**config.mk**
```make
export PLATFORM = sky130hd
export DESIGN_NAME = ub_controller
export DESIGN_NICKNAME = d
export VERILOG_FILES = /design/src/rtl/ub_controller.sv
export SDC_FILE = /design/constraint.sdc
export NUM_CORES = 1
export LEC_CHECK = 0
export ABC_CLOCK_PERIOD_IN_PS = 1700
export BUFFER_PORTS_ARGS = -buffer_cell sky130_fd_sc_hd__buf_2
export CAP_MARGIN = 0
export CORE_MARGIN = 1.5
export CORE_UTILIZATION = 51
export CTS_BUF_LIST = sky130_fd_sc_hd__clkbuf_8
export CTS_CLUSTER_SIZE = 30
export DETAILED_ROUTE_END_ITERATION = 8
export PLACE_DENSITY = 0.82
export SLEW_MARGIN = 20
export SYNTH_ARGS = -nofsm -noshare
export SYNTH_HDL_FRONTEND = slang
export SYNTH_SLANG_ARGS = --single-unit
```
**constraint.sdc**
```tcl
create_clock -name clk -period 1.7 [get_ports clk]
set_input_delay 0 -clock clk [delete_from_list [all_inputs] [get_ports clk]]
set_output_delay 0 -clock clk [all_outputs]
set_load 0.01 [all_outputs]
```
**src/rtl/ub_controller.sv**
```systemverilog
// Unified buffer sequencer: arbitrates accumulator write-back against
// input-activation loads and drives the buffer's address and strobes.
module ub_controller #(
    parameter int ADDR_W     = 13,
    parameter int MEM_DEPTH  = 64,
    parameter int BURST      = 4,
    parameter int STORE_BASE = 0
) (
    input  logic              clk,
    input  logic              reset,
    input  logic              acc1_full,
    input  logic              acc2_full,
    output logic              acc_drain,
    input  logic              ld_req,
    input  logic [ADDR_W-1:0] ld_addr,
    output logic              ld_ready,
    output logic              ld_done,
    output logic              ld_err,
    input  logic              wr_ptr_clr,
    output logic [ADDR_W-1:0] wr_ptr,
    output logic              buf_full,
    output logic [ADDR_W-1:0] ub_addr,
    output logic              ub_store,
    output logic              ub_store_acc1,
    output logic              ub_store_acc2,
    output logic              ub_load_input
);

    typedef enum logic [1:0] {
        IDLE,
        STORE,
        LOAD,
        LOAD_WAIT
    } state_t;

    localparam logic [ADDR_W:0]   DEPTH_X = (ADDR_W+1)'(MEM_DEPTH);
    localparam logic [ADDR_W:0]   BURST_X = (ADDR_W+1)'(BURST);
    localparam logic [ADDR_W-1:0] BASE    = ADDR_W'(STORE_BASE);
    localparam logic              BF_RST  =
        ({1'b0, BASE} + BURST_X) > DEPTH_X;

    state_t            state_q;
    logic              lg_store_q;
    logic [ADDR_W-1:0] wr_ptr_q;
    logic [ADDR_W-1:0] wr_ptr_d;
    logic              buf_full_q;
    logic              buf_full_d;
    logic [ADDR_W-1:0] ub_addr_q;
    logic              ub_store_q;
    logic              ub_load_q;
    logic              acc_drain_q;
    logic              ld_done_q;
    logic              ld_err_q;

    logic st_elig;
    logic ld_rdy;
    logic grant_ld;
    logic grant_st;
    logic ld_oob;

    always_comb begin
        st_elig  = acc1_full & acc2_full & ~buf_full_q;
        // Round-robin: a pending load yields to a store only if it went last.
        ld_rdy   = (state_q == IDLE) &
                   ~(st_elig & ~(ld_req & lg_store_q));
        grant_ld = ld_req & ld_rdy;
        grant_st = (state_q == IDLE) & st_elig & ~grant_ld;
        ld_oob   = ({1'b0, ld_addr} + BURST_X) > DEPTH_X;

        wr_ptr_d = wr_ptr_q;
        if (wr_ptr_clr) begin
            wr_ptr_d = BASE;
        end else if (state_q == STORE) begin
            wr_ptr_d = wr_ptr_q + ADDR_W'(BURST);
        end
        buf_full_d = ({1'b0, wr_ptr_d} + BURST_X) > DEPTH_X;
    end

    always_ff @(posedge clk) begin
        if (!reset) begin
            state_q     <= IDLE;
            lg_store_q  <= 1'b0;
            wr_ptr_q    <= BASE;
            buf_full_q  <= BF_RST;
            ub_addr_q   <= '0;
            ub_store_q  <= 1'b0;
            ub_load_q   <= 1'b0;
            acc_drain_q <= 1'b0;
            ld_done_q   <= 1'b0;
            ld_err_q    <= 1'b0;
        end else begin
            ub_store_q  <= 1'b0;
            ub_load_q   <= 1'b0;
            acc_drain_q <= 1'b0;
            ld_done_q   <= 1'b0;
            ld_err_q    <= 1'b0;
            wr_ptr_q    <= wr_ptr_d;
            buf_full_q  <= buf_full_d;
            unique case (state_q)
                IDLE: begin
                    if (grant_st) begin
                        state_q    <= STORE;
                        ub_addr_q  <= wr_ptr_q;
                        ub_store_q <= 1'b1;
                        lg_store_q <= 1'b1;
                    end else if (grant_ld) begin
                        lg_store_q <= 1'b0;
                        if (ld_oob) begin
                            ld_err_q <= 1'b1;
                        end else begin
                            state_q   <= LOAD;
                            ub_addr_q <= ld_addr;
                            ub_load_q <= 1'b1;
                        end
                    end
                end
                STORE: begin
                    acc_drain_q <= 1'b1;
                    state_q     <= IDLE;
                end
                LOAD: begin
                    ld_done_q <= 1'b1;
                    state_q   <= LOAD_WAIT;
                end
                LOAD_WAIT: begin
                    state_q <= IDLE;
                end
                default: begin
                    state_q <= IDLE;
                end
            endcase
        end
    end

    assign ld_ready      = ld_rdy;
    assign acc_drain     = acc_drain_q;
    assign ld_done       = ld_done_q;
    assign ld_err        = ld_err_q;
    assign wr_ptr        = wr_ptr_q;
    assign buf_full      = buf_full_q;
    assign ub_addr       = ub_addr_q;
    assign ub_store      = ub_store_q;
    assign ub_store_acc1 = ub_store_q;
    assign ub_store_acc2 = ub_store_q;
    assign ub_load_input = ub_load_q;

endmodule

```
==> metrics.md, run 1 <==
| Metric | Value |
|---|---|
| Leakage power figure | `0.894 nW` |
| Die area | `3280 um^2` |
| Reg2reg start | `wr_ptr[3]` |
| Hold Fails Final Rpt | `1` |
| Clock Skews | `0.00233 ns` |
| Die width | `57.3 um` |
| Area contributors post-synth | `dfxtp_1 (47%), nor2_1 (6.5%), mux2i_1 (4.7%)` |
| Number of global-route vias before repair | `1265` |
| CTS root buffer | `clkbuf_8` |
| Synth cell types | `40` |
| R2R depth | `6` |
| Switching part of the total | `22.7%` |
| CP Class | `reg2reg` |
| Pwr dens | `852 nW/um^2` |
| Remaining antenna violation count | `0` |
| DR WL/cell | `14.0 um` |
| Utilization after layout | `68.5%` |
| Final setup vio count | `0` |
| Tmin final | `1.59 ns` |
| Setup TNS | `0 ns` |
| Post-CTS Setup Bufs | `0` |
| Fill cells | `225` |
| Worst-Skew Late Latency | `0.28 ns` |
| Fin area | `1910 um^2` |
| Final period util | `93.4%` |
| Nets | `236` |
| Hold Path Class | `in2reg` |
| Vias per cell | `5.52` |
| Initial antenna violation count | `0` |
| Worst-path fanout max | `5` |
| Initial Utilization | `54.0%` |
| Starting DRT DRC Count | `53` |
| Mean post-synth cell area | `9.39 um^2` |
| Mapped cell area | `1500 um^2` |
| All-Layer GR Usage | `22.7%` |
| DR vias | `1368` |
| Highest Clock Rate | `0.630 GHz` |
| Cell count after synthesis | `160` |
| Synth Flop Type | `dfxtp_1` |
| Area grow syn2layout | `26.8%` |
| Post-synth EDFFs | `0` |
| CTS Buf Count | `5` |
| Ys async rst share | `0%` |
| CP endpoint | `buf_full` |
| Status | `complete, but fails checks` |
| Int Power | `1.26 mW` |
| TritonCTS clock tree | `yes` |
| Reg clk slew, reported paths | `0.07 ns` |
| Worst r2r dst | `buf_full` |
| Final worst slack | `0.112 ns` |
| GR Overflow Total | `0` |
| Syn_nets | `180` |
| Yosys top cell by area | `dfxtp_1` |
| Worst Path Required | `1.92 ns` |
| CP Launch Type | `flip-flop` |
| Crit path from | `wr_ptr[3]` |
| Top cell type's share of synthesized area | `46.6%` |
| List of most frequent post-synthesis cells | `dfxtp_1 (35), nor2_1 (26), xnor2_1 (8)` |
| CORE AREA | `2780 um^2` |
| DP HPWL | `2570 um` |
| Seq/Total Area, Yosys | `46.6%` |
| Worst Max-Slew Pin Slew | `0.390 ns` |
| Comb pwr share | `8.1%` |
| Pin count of the biggest net entering global routing | `13` |
| Ant. Diodes | `0` |
| First-pass GRT wire length | `5690 um` |
| H-tree depth | `2` |
| Post-Layout Cell Count | `248` |
| Post-Route WL | `3480 um` |
| Cells on Worst Hold Path | `3` |
| Fin. max-slew vios | `0` |
| Die height | `57.3 um` |
| Ports | `54` |
| Top-count cell post-synth | `dfxtp_1` |
| Placed Instance Area | `1790 um^2` |
| Clock power share | `39.9%` |
| RSZ-0062 raised after global routing | `false` |
| Failing checks | `negative hold slack` |
| CTS Sinks | `35` |
| Worst R2R Setup Slack | `0.11 ns` |
| Max Root-Sink Buffers | `2` |
| FP Rows | `19` |
| Port bufs | `53` |
| Total iterations of the first detailed-routing run | `4` |
| Hold_ws | `-0.000794 ns` |
| CP Capture Type | `flip-flop` |
| Placed cell count | `239` |
| Seq pwr share | `52.0%` |
| CP arrival | `1.81 ns` |
| Max-slew headroom | `74.0%` |
| Sw Pwr | `368 uW` |
| Post-placement worst setup slack | `0.0597 ns` |
| Final Total Pwr | `1.62 mW` |
| Max-cap violations | `0` |
| VDD IR max | `770 uV` |
| Post-synthesis register bit count | `35` |
| Syn. warnings | `0` |
| Share of cells above drive strength 1 | `33.6%` |
| DRC Markers | `0` |
| Final RePlAce weighted congestion | `0.838` |
## registers in the layout, indices dropped and copies added (netlist names)
register / cells
wr_ptr: 13
acc_drain: 1
ub_addr: 13
lg_store_q: 1
state_q: 2
ub_store: 1
ld_done: 1
buf_full: 1
ld_err: 1
ub_load_input: 1
## routing by layer
metal | wire, um | track usage (%) | part of all wire (%)
met5 | 0 | 0 | 0
met2 | 1710 | 36.5 | 49
met1 | 1510 | 27.8 | 43
met4 | 68 | 11.0 | 2.0
met3 | 189 | 7.03 | 5.4
## how the worst min path moves through the flow
stage / to / from / slack (ns)
final: ub_load_input / ld_req / -0.0008
after global routing: ub_load_input / ld_req / 0.0005
after CTS: ub_load_input / ld_req / 0.0002
after detailed placement: acc_drain / reset / 0.27
after global placement: acc_drain / reset / 0.28
after floorplan: acc_drain / reset / 0.12
## kinds of logic (layout without fill, tap and decap cells)
family	after synthesis	after routing	synth area share, %
AOI/OAI and AO/OA	25	25	12.8
xor gates and xnor gates	11	11	6.41
adders and majority gates	1	1	0.833
buffers and inverters	11	68	3.58
DFF	35	35	46.6
muxes	7	7	4.66
and+or+nand+nor	70	70	25.1
## power by group through the flow
stage | Clock [mW] | Combinational (mW) | Sequential [mW]
2_1_floorplan | 0 | 0.0682 | 0.869
3_3_place_gp | 0 | 0.122 | 0.862
3_5_place_dp | 0 | 0.127 | 0.863
4_1_cts | 0.655 | 0.131 | 0.844
5_1_grt | 0.698 | 0.145 | 0.846
6_report | 0.648 | 0.132 | 0.844
## layout by cell type (no fill, tap or decap), types with 2 or more instances in the layout
master / n
buf_4: 3
a22o_1: 7
dfxtp_1: 34
buf_2: 53
xor2_1: 3
inv_1: 4
nor2_2: 3
nor3_1: 3
clkbuf_8: 7
a211oi_1: 6
a21oi_1: 2
mux2i_1: 7
and2_1: 5
nand4_1: 3
nand2_1: 7
nor2_1: 25
nand3_1: 5
a31oi_1: 2
nand2b_1: 3
and3_1: 4
xnor2_1: 8
## timing repair
item,CTS,global route
hold buffers,1,0
resized for setup,0,4
endpoints found under the setup margin,0,10
endpoints found under the hold margin,1,0
## worst max-delay path, stage by stage (launching register included)
cell and delay [ns]:
dfxtp_1 0.39, ha_1 0.19, nand3b_1 0.10, xor2_1 0.16, nor2_1 0.11, or4b_1 0.46, nand4_1 0.12
## layout make-up
| type | instances | area [um^2] | area share [%] |
|---|---|---|---|
| repair buffers | 57 | 298 | 15.6 |
| clock buffers | 7 | 96.3 | 5.06 |
| multi-input cells | 114 | 756 | 39.7 |
| flip-flops and latches | 35 | 702 | 36.8 |
| clock inverters | 1 | 3.75 | 0.197 |
| well taps | 31 | 38.8 | 2.04 |
| inverters | 3 | 11.3 | 0.591 |
No activity file was read; power rests on OpenSTA's default activity.
==> run 2: changes to the inputs <==
--- a/config.mk
+++ b/config.mk
@@ -7,12 +7,12 @@
 export LEC_CHECK = 0
 export ABC_CLOCK_PERIOD_IN_PS = 1700
 export BUFFER_PORTS_ARGS = -buffer_cell sky130_fd_sc_hd__buf_2
-export CAP_MARGIN = 0
 export CORE_MARGIN = 1.5
 export CORE_UTILIZATION = 51
 export CTS_BUF_LIST = sky130_fd_sc_hd__clkbuf_8
 export CTS_CLUSTER_SIZE = 30
 export DETAILED_ROUTE_END_ITERATION = 8
+export MAX_ROUTING_LAYER = met4
 export PLACE_DENSITY = 0.82
 export SLEW_MARGIN = 20
 export SYNTH_ARGS = -nofsm -noshare
==> metrics.md, run 2 (same netlist as run 1, synthesis figures left out) <==
| Metric | Value |
|---|---|
| Int Power | `1.26 mW (unchanged)` |
| Worst Path Required | `1.92 ns (about the same)` |
| Fin area | `1910 um^2 (unchanged)` |
| Reg clk slew, reported paths | `0.07 ns (about the same)` |
| Ports | `54 (unchanged)` |
| Ant. Diodes | `0 (unchanged)` |
| Starting DRT DRC Count | `51 (-3.8%)` |
| Fin. max-slew vios | `0 (unchanged)` |
| All-Layer GR Usage | `23.4% (+0.65 points)` |
| Placed cell count | `239 (unchanged)` |
| Pwr dens | `853 nW/um^2 (+0.11%)` |
| Clock power share | `39.9% (about the same)` |
| Sw Pwr | `370 uW (+0.47%)` |
| Max-cap violations | `0 (unchanged)` |
| Number of global-route vias before repair | `1265 (unchanged)` |
| CP Capture Type | `flip-flop` |
| Worst r2r dst | `buf_full` |
| Port bufs | `53 (unchanged)` |
| Leakage power figure | `0.894 nW (unchanged)` |
| Worst R2R Setup Slack | `0.11 ns (about the same)` |
| DR WL/cell | `14.0 um (+0.23%)` |
| DP HPWL | `2570 um (unchanged)` |
| TritonCTS clock tree | `yes` |
| Crit path from | `wr_ptr[3]` |
| Die width | `57.3 um (unchanged)` |
| Share of cells above drive strength 1 | `33.6% (unchanged)` |
| Final Total Pwr | `1.63 mW (+0.11%)` |
| Initial Utilization | `54.0% (unchanged)` |
| Clock Skews | `0.00261 ns (+0.000276 ns)` |
| Crit path cell chain | `ha_1 -> nand3b_1 -> xor2_1 -> nor2_1 -> or4b_1 -> nand4_1` |
| Status | `complete, but fails checks` |
| Hold Fails Final Rpt | `1 (unchanged)` |
| Hold_ws | `-0.00123 ns (-0.000434 ns)` |
| Final setup vio count | `0 (unchanged)` |
| Hold Path Class | `in2reg` |
| CTS Sinks | `35 (unchanged)` |
| First-pass GRT wire length | `5690 um (unchanged)` |
| FP Rows | `19 (unchanged)` |
| RSZ-0062 raised after global routing | `false` |
| Most frequent cells in the layout | `buf_2 (53), dfxtp_1 (34), nor2_1 (25), xnor2_1 (8)` |
| Max-slew headroom | `74.1% (+0.13 points)` |
| Seq pwr share | `51.9% (about the same)` |
| Setup TNS | `0 ns (unchanged)` |
| Highest Clock Rate | `0.630 GHz (about the same)` |
| GR Overflow Total | `0 (unchanged)` |
| Post-Layout Cell Count | `248 (unchanged)` |
| DR vias | `1369 (+0.073%)` |
| Reg2reg start | `wr_ptr[3]` |
| Switching part of the total | `22.8% (+0.082 points)` |
| CORE AREA | `2780 um^2 (unchanged)` |
| Remaining antenna violation count | `0 (unchanged)` |
| VDD IR max | `771 uV (about the same)` |
| Tmin final | `1.59 ns (-0.000273 ns)` |
| CP max stage cell | `or4b_1` |
| CP Launch Type | `flip-flop` |
| Worst-Skew Late Latency | `0.28 ns (about the same)` |
| Worst-path fanout max | `5 (unchanged)` |
| Die height | `57.3 um (unchanged)` |
| Nets | `236 (unchanged)` |
| Final period util | `93.4% (about the same)` |
| Max Root-Sink Buffers | `2 (unchanged)` |
| Worst Max-Slew Pin Slew | `0.388 ns (-0.00188 ns)` |
| Die area | `3280 um^2 (unchanged)` |
| Commonest non-fill, non-tap cell in the layout | `buf_2` |
| Comb pwr share | `8.1% (about the same)` |
| CP endpoint | `buf_full` |
| Vias per cell | `5.52 (about the same)` |
| Post-Route WL | `3480 um (+0.23%)` |
| Final RePlAce weighted congestion | `0.851 (+1.6%)` |
| Placed Instance Area | `1790 um^2 (unchanged)` |
| DRC Markers | `0 (unchanged)` |
| H-tree depth | `2 (unchanged)` |
| Max incr delay on CP | `0.46 ns (about the same)` |
| Total iterations of the first detailed-routing run | `4 (unchanged)` |
| CTS root buffer | `clkbuf_8` |
| R2R depth | `6 (unchanged)` |
| Area grow syn2layout | `26.8% (unchanged)` |
| Pin count of the biggest net entering global routing | `13 (unchanged)` |
| CTS Buf Count | `5 (unchanged)` |
| Failing checks | `negative hold slack` |
| CP arrival | `1.81 ns (about the same)` |
| CP Class | `reg2reg` |
| Initial antenna violation count | `0 (unchanged)` |
[run 2: worst min-delay path by stage]
stage	start	end	slack, ns	cells after the start
final	ld_req	ub_load_input	-0.001	3
after global routing	ld_req	ub_load_input	0.002	3
after CTS	ld_req	ub_load_input	0.0002	3
after detailed placement	reset	acc_drain	0.27	2
after global placement	reset	acc_drain	0.28	2
after floorplan	reset	acc_drain	0.12	1
[run 2: cell type report]
| type | count | area (um^2) |
|---|---|---|
| inverters | 3 | 11.3 |
| fillers | 225 | 876 |
| multi-input cells | 114 | 756 |
| flip-flops and latches | 35 | 702 |
| repair buffers | 57 | 298 |
| clock buffers | 7 | 96.3 |
| well taps | 31 | 38.8 |
| clock inverters | 1 | 3.75 |
[run 2: through the flow]
stage	hold WS (ns)	setup WS, ns	util [%]
4_1_cts	0.000170	0.0308	68.2
3_3_place_gp	0.280	0.193	64.2
5_1_grt	0.00243	0.0206	68.5
6_report	-0.00123	0.113	68.5
2_1_floorplan	0.122	0.186	-
3_5_place_dp	0.270	0.0597	64.2
[run 2: power groups by stage]
| stage | logic [mW] | registers, mW | clock network [mW] |
|---|---|---|---|
| 2_1_floorplan | 0.0682 | 0.869 | 0 |
| 3_5_place_dp | 0.127 | 0.863 | 0 |
| 5_1_grt | 0.145 | 0.846 | 0.695 |
| 4_1_cts | 0.131 | 0.844 | 0.655 |
| 3_3_place_gp | 0.122 | 0.862 | 0 |
| 6_report | 0.132 | 0.844 | 0.649 |
[run 2: layer usage]
layer	share of wire (%)	routed length (um)	track usage, %	vias to the layer above
met5	0	0	-	-
li1	-	-	-	671
met3	5.4	189	7.03	10
met4	1.9	67	11.0	0
met2	49	1710	36.5	46
met1	43	1510	27.7	642
[run 2: critical path, delay by kind of cell, from the launching register on]
| kind | cells | cell delay (ns) |
|---|---|---|
| and+or+nand+nor | 4 | 0.79 |
| DFF | 1 | 0.39 |
| adders and majority gates | 1 | 0.19 |
| xor gates and xnor gates | 1 | 0.16 |
[run 2: timing repair]
action,in CTS,in global routing
hold buffers,1,0
buffers inserted,0,0
hold endpoints to repair,1,0
endpoints found under the setup margin,0,10
gates resized for setup,0,4
==> run 3: changes to the inputs <==
==> config.mk (replaced) <==
export PLATFORM = sky130hd
export DESIGN_NAME = ub_controller
export DESIGN_NICKNAME = d
export VERILOG_FILES = /design/src/rtl/ub_controller.sv
export SDC_FILE = /design/constraint.sdc
export NUM_CORES = 1
export LEC_CHECK = 0
export ABC_CLOCK_PERIOD_IN_PS = 2000
export CORE_MARGIN = 1.5
export CORE_UTILIZATION = 65
export CTS_BUF_LIST = sky130_fd_sc_hd__clkbuf_8
export CTS_CLUSTER_SIZE = 30
export DETAILED_ROUTE_END_ITERATION = 8
export DONT_BUFFER_PORTS = 1
export MAX_ROUTING_LAYER = met4
export PLACE_DENSITY = 0.81
export SLEW_MARGIN = 20
export SYNTH_ARGS = -nofsm -noshare
export SYNTH_HDL_FRONTEND = slang
export SYNTH_SLANG_ARGS = --single-unit
==> constraint.sdc (replaced) <==
create_clock -name clk -period 2 [get_ports clk]
set_input_delay 0 -clock clk [delete_from_list [all_inputs] [get_ports clk]]
set_output_delay 0 -clock clk [all_outputs]
set_load 0.01 [all_outputs]
==> metrics.md, run 3 (same netlist as run 1, synthesis figures left out) <==
| Metric | Value |
|---|---|
| Status | `completed` |
| Fin. max-slew vios | `0 (unchanged)` |
| R2R depth | `5 (-1)` |
| Hold_sp | `ld_addr[8]` |
| CORE AREA | `2190 um^2 (-21%)` |
| Initial antenna violation count | `0 (unchanged)` |
| Reg2reg start | `wr_ptr[2]` |
| Met3 usage | `7.89% (+0.87 points)` |
| H-tree depth | `2 (unchanged)` |
| Utilization after layout | `78.9% (+10 points)` |
| Total iterations of the first detailed-routing run | `4 (unchanged)` |
| Pwr dens | `913 nW/um^2 (+7.1%)` |
| All-Layer GR Usage | `29.3% (+6.0 points)` |
| GR Overflow Total | `0 (unchanged)` |
| Hold endpoint | `ub_load_input` |
| DRC Markers | `0 (unchanged)` |
| Commonest non-fill, non-tap cell in the layout | `dfxtp_1` |
| Vias per cell | `6.18 (+12%)` |
| Area grow syn2layout | `15.1%` |
| CTS Sinks | `35 (unchanged)` |
| CTS root buffer | `clkbuf_8` |
| Post-Route WL | `3360 um (-3.4%)` |
| First-pass GRT wire length | `5420 um (-4.8%)` |
| Final period util | `88.3% (-5.1 points)` |
| Worst R2R Setup Slack | `0.23 ns (+0.12 ns)` |
| Max-slew headroom | `59.9% (-14 points)` |
| Number of global-route vias before repair | `1225 (-3.2%)` |
| Leakage power figure | `0.664 nW (-26%)` |
| Die width | `51.1 um (-11%)` |
| TritonCTS clock tree | `yes` |
| Worst Max-Slew Pin Slew | `0.596 ns (+0.208 ns)` |
| DP HPWL | `2170 um (-15%)` |
| Placed Instance Area | `1500 um^2 (-16%)` |
| CP Launch Type | `flip-flop` |
| Initial Utilization | `68.6% (+15 points)` |
| Fin area | `1730 um^2 (-9.3%)` |
| RSZ-0062 raised after global routing | `false` |
| Register area | `701 um^2 (-0.18%)` |
| Max-cap violations | `0 (unchanged)` |
| Ports | `54 (unchanged)` |
| Most frequent cells in the layout | `dfxtp_1 (35), nor2_1 (26), dlygate4sd3_1 (9), xnor2_1 (8)` |
| Hold Fails Final Rpt | `0 (-1)` |
| Met2 Use GR | `45.9% (+9.4 points)` |
| CP Capture Type | `flip-flop` |
| Hold Path Class | `in2reg` |
| VDD IR max | `764 uV (-0.94%)` |
| FP Rows | `17 (-2)` |
| Pin count of the biggest net entering global routing | `13 (unchanged)` |
| Setup TNS | `0 ns (unchanged)` |
| Worst Path Required | `2.16 ns (+0.24 ns)` |
| Port bufs | `0 (-100%)` |
| Top Usage Layer GRT | `met2` |
| Die area | `2610 um^2 (-20%)` |
| Reg clk slew, reported paths | `0.07 ns (about the same)` |
| CP max stage cell | `nor3_1` |
| Crit path cell chain | `nand2_1 -> nor3_1 -> nand3_1 -> o311ai_0 -> nand4_1` |
| CP Class | `reg2reg` |
| DR vias | `1224 (-11%)` |
| Ant. Diodes | `0 (unchanged)` |
| Multi-input logic area | `748 um^2 (-0.99%)` |
| Fill cells | `138 (-39%)` |
| Share of cells above drive strength 1 | `9.41% (-24 points)` |
| Max incr delay on CP | `0.56 ns (+0.10 ns)` |
| Worst-path fanout max | `5 (unchanged)` |
| Starting DRT DRC Count | `17 (-67%)` |
| Final RePlAce weighted congestion | `0.888 (+4.3%)` |
| Clock Skews | `0.00469 ns (+0.00208 ns)` |
| Die height | `51.1 um (-11%)` |
| Worst r2r dst | `buf_full` |
| CP arrival | `1.92 ns (+0.11 ns)` |
| DR WL/cell | `17.0 um (+21%)` |
| GR Layer Usage met1 | `33.5% (+5.8 points)` |
| Worst-Skew Late Latency | `0.29 ns (about the same)` |
| Final setup vio count | `0 (unchanged)` |
| Remaining antenna violation count | `0 (unchanged)` |
| Tmin final | `1.77 ns (+0.178 ns)` |
| CTS Buf Count | `5 (unchanged)` |
| Cells on Worst Hold Path | `3 (unchanged)` |
| Highest Clock Rate | `0.567 GHz (-10%)` |
| Max Root-Sink Buffers | `2 (unchanged)` |
| Nets | `189 (-20%)` |
[run 3: cell count changes in the layout (fill, tap and decap cells not counted), moves of 2 or more]
| cell | previous run | this run |
|---|---|---|
| buf_2 | 53 | 0 |
| dlygate4sd3_1 | 1 | 9 |
| buf_4 | 3 | 1 |
| bufinv_16 | 0 | 2 |
| clkbuf_8 | 7 | 5 |
[run 3: cell type report]
cell class	instances	share of cell area, %
Sequential cell	35	40.5
Multi-Input combinational cell	114	43.3
Clock buffer	5	3.98
Inverter	3	0.651
Tap cell	28	2.03
Clock inverter	3	3.91
Timing Repair Buffer	10	5.64
[run 3: repair_timing]
action                                  in CTS  in global routing
setup buffers                                0                  0
resized for setup                            0                  0
hold buffers                                 9                  0
endpoints found under the hold margin       11                  0
endpoints found under the setup margin       0                  0
[run 3: critical path, delay by kind of cell, from the launching register on]
family           cells  cell delay [ns]
AND/OR/NAND/NOR      4             1.03
AO/OA/AOI/OAI        1             0.13
flip-flops           1             0.47
[run 3: layer usage]
metal / wire [um] / up-vias / part of all wire (%)
met1: 1370 / 579 / 41
met2: 1670 / 54 / 50
met4: 95 / 0 / 2.8
li1: - / 579 / -
met5: 0 / - / 0
met3: 232 / 12 / 6.9
[run 3: stage by stage]
step	instances	power (mW)	hold WS, ns	setup slack [ns]
after global placement	181	0.803	0.145	0.369
after global routing	198	1.62	0.0531	0.0943
after CTS	198	1.57	0.0173	0.248
after detailed placement	181	0.806	0.148	0.293
after floorplan	160	0.796	0.122	0.486
final	198	1.58	0.0162	0.235
[run 3: power breakdown]
part	switching, mW	total, mW	leakage (nW)	internal [mW]
sequential	0.0155	0.725	0.283	0.710
combinational	0.0477	0.0830	0.317	0.0353
clock	0.274	0.771	0.0644	0.497
total	0.337	1.58	0.664	1.24
[run 3: how the worst max path moves through the flow]
stage / slack, ns / end / from
floorplan: 0.49 / buf_full / wr_ptr[2]
global placement: 0.37 / buf_full / wr_ptr[2]
detailed placement: 0.29 / wr_ptr[12] / wr_ptr[2]
CTS: 0.25 / buf_full / wr_ptr[6]
global route: 0.09 / buf_full / wr_ptr[6]
finish: 0.23 / buf_full / wr_ptr[2]
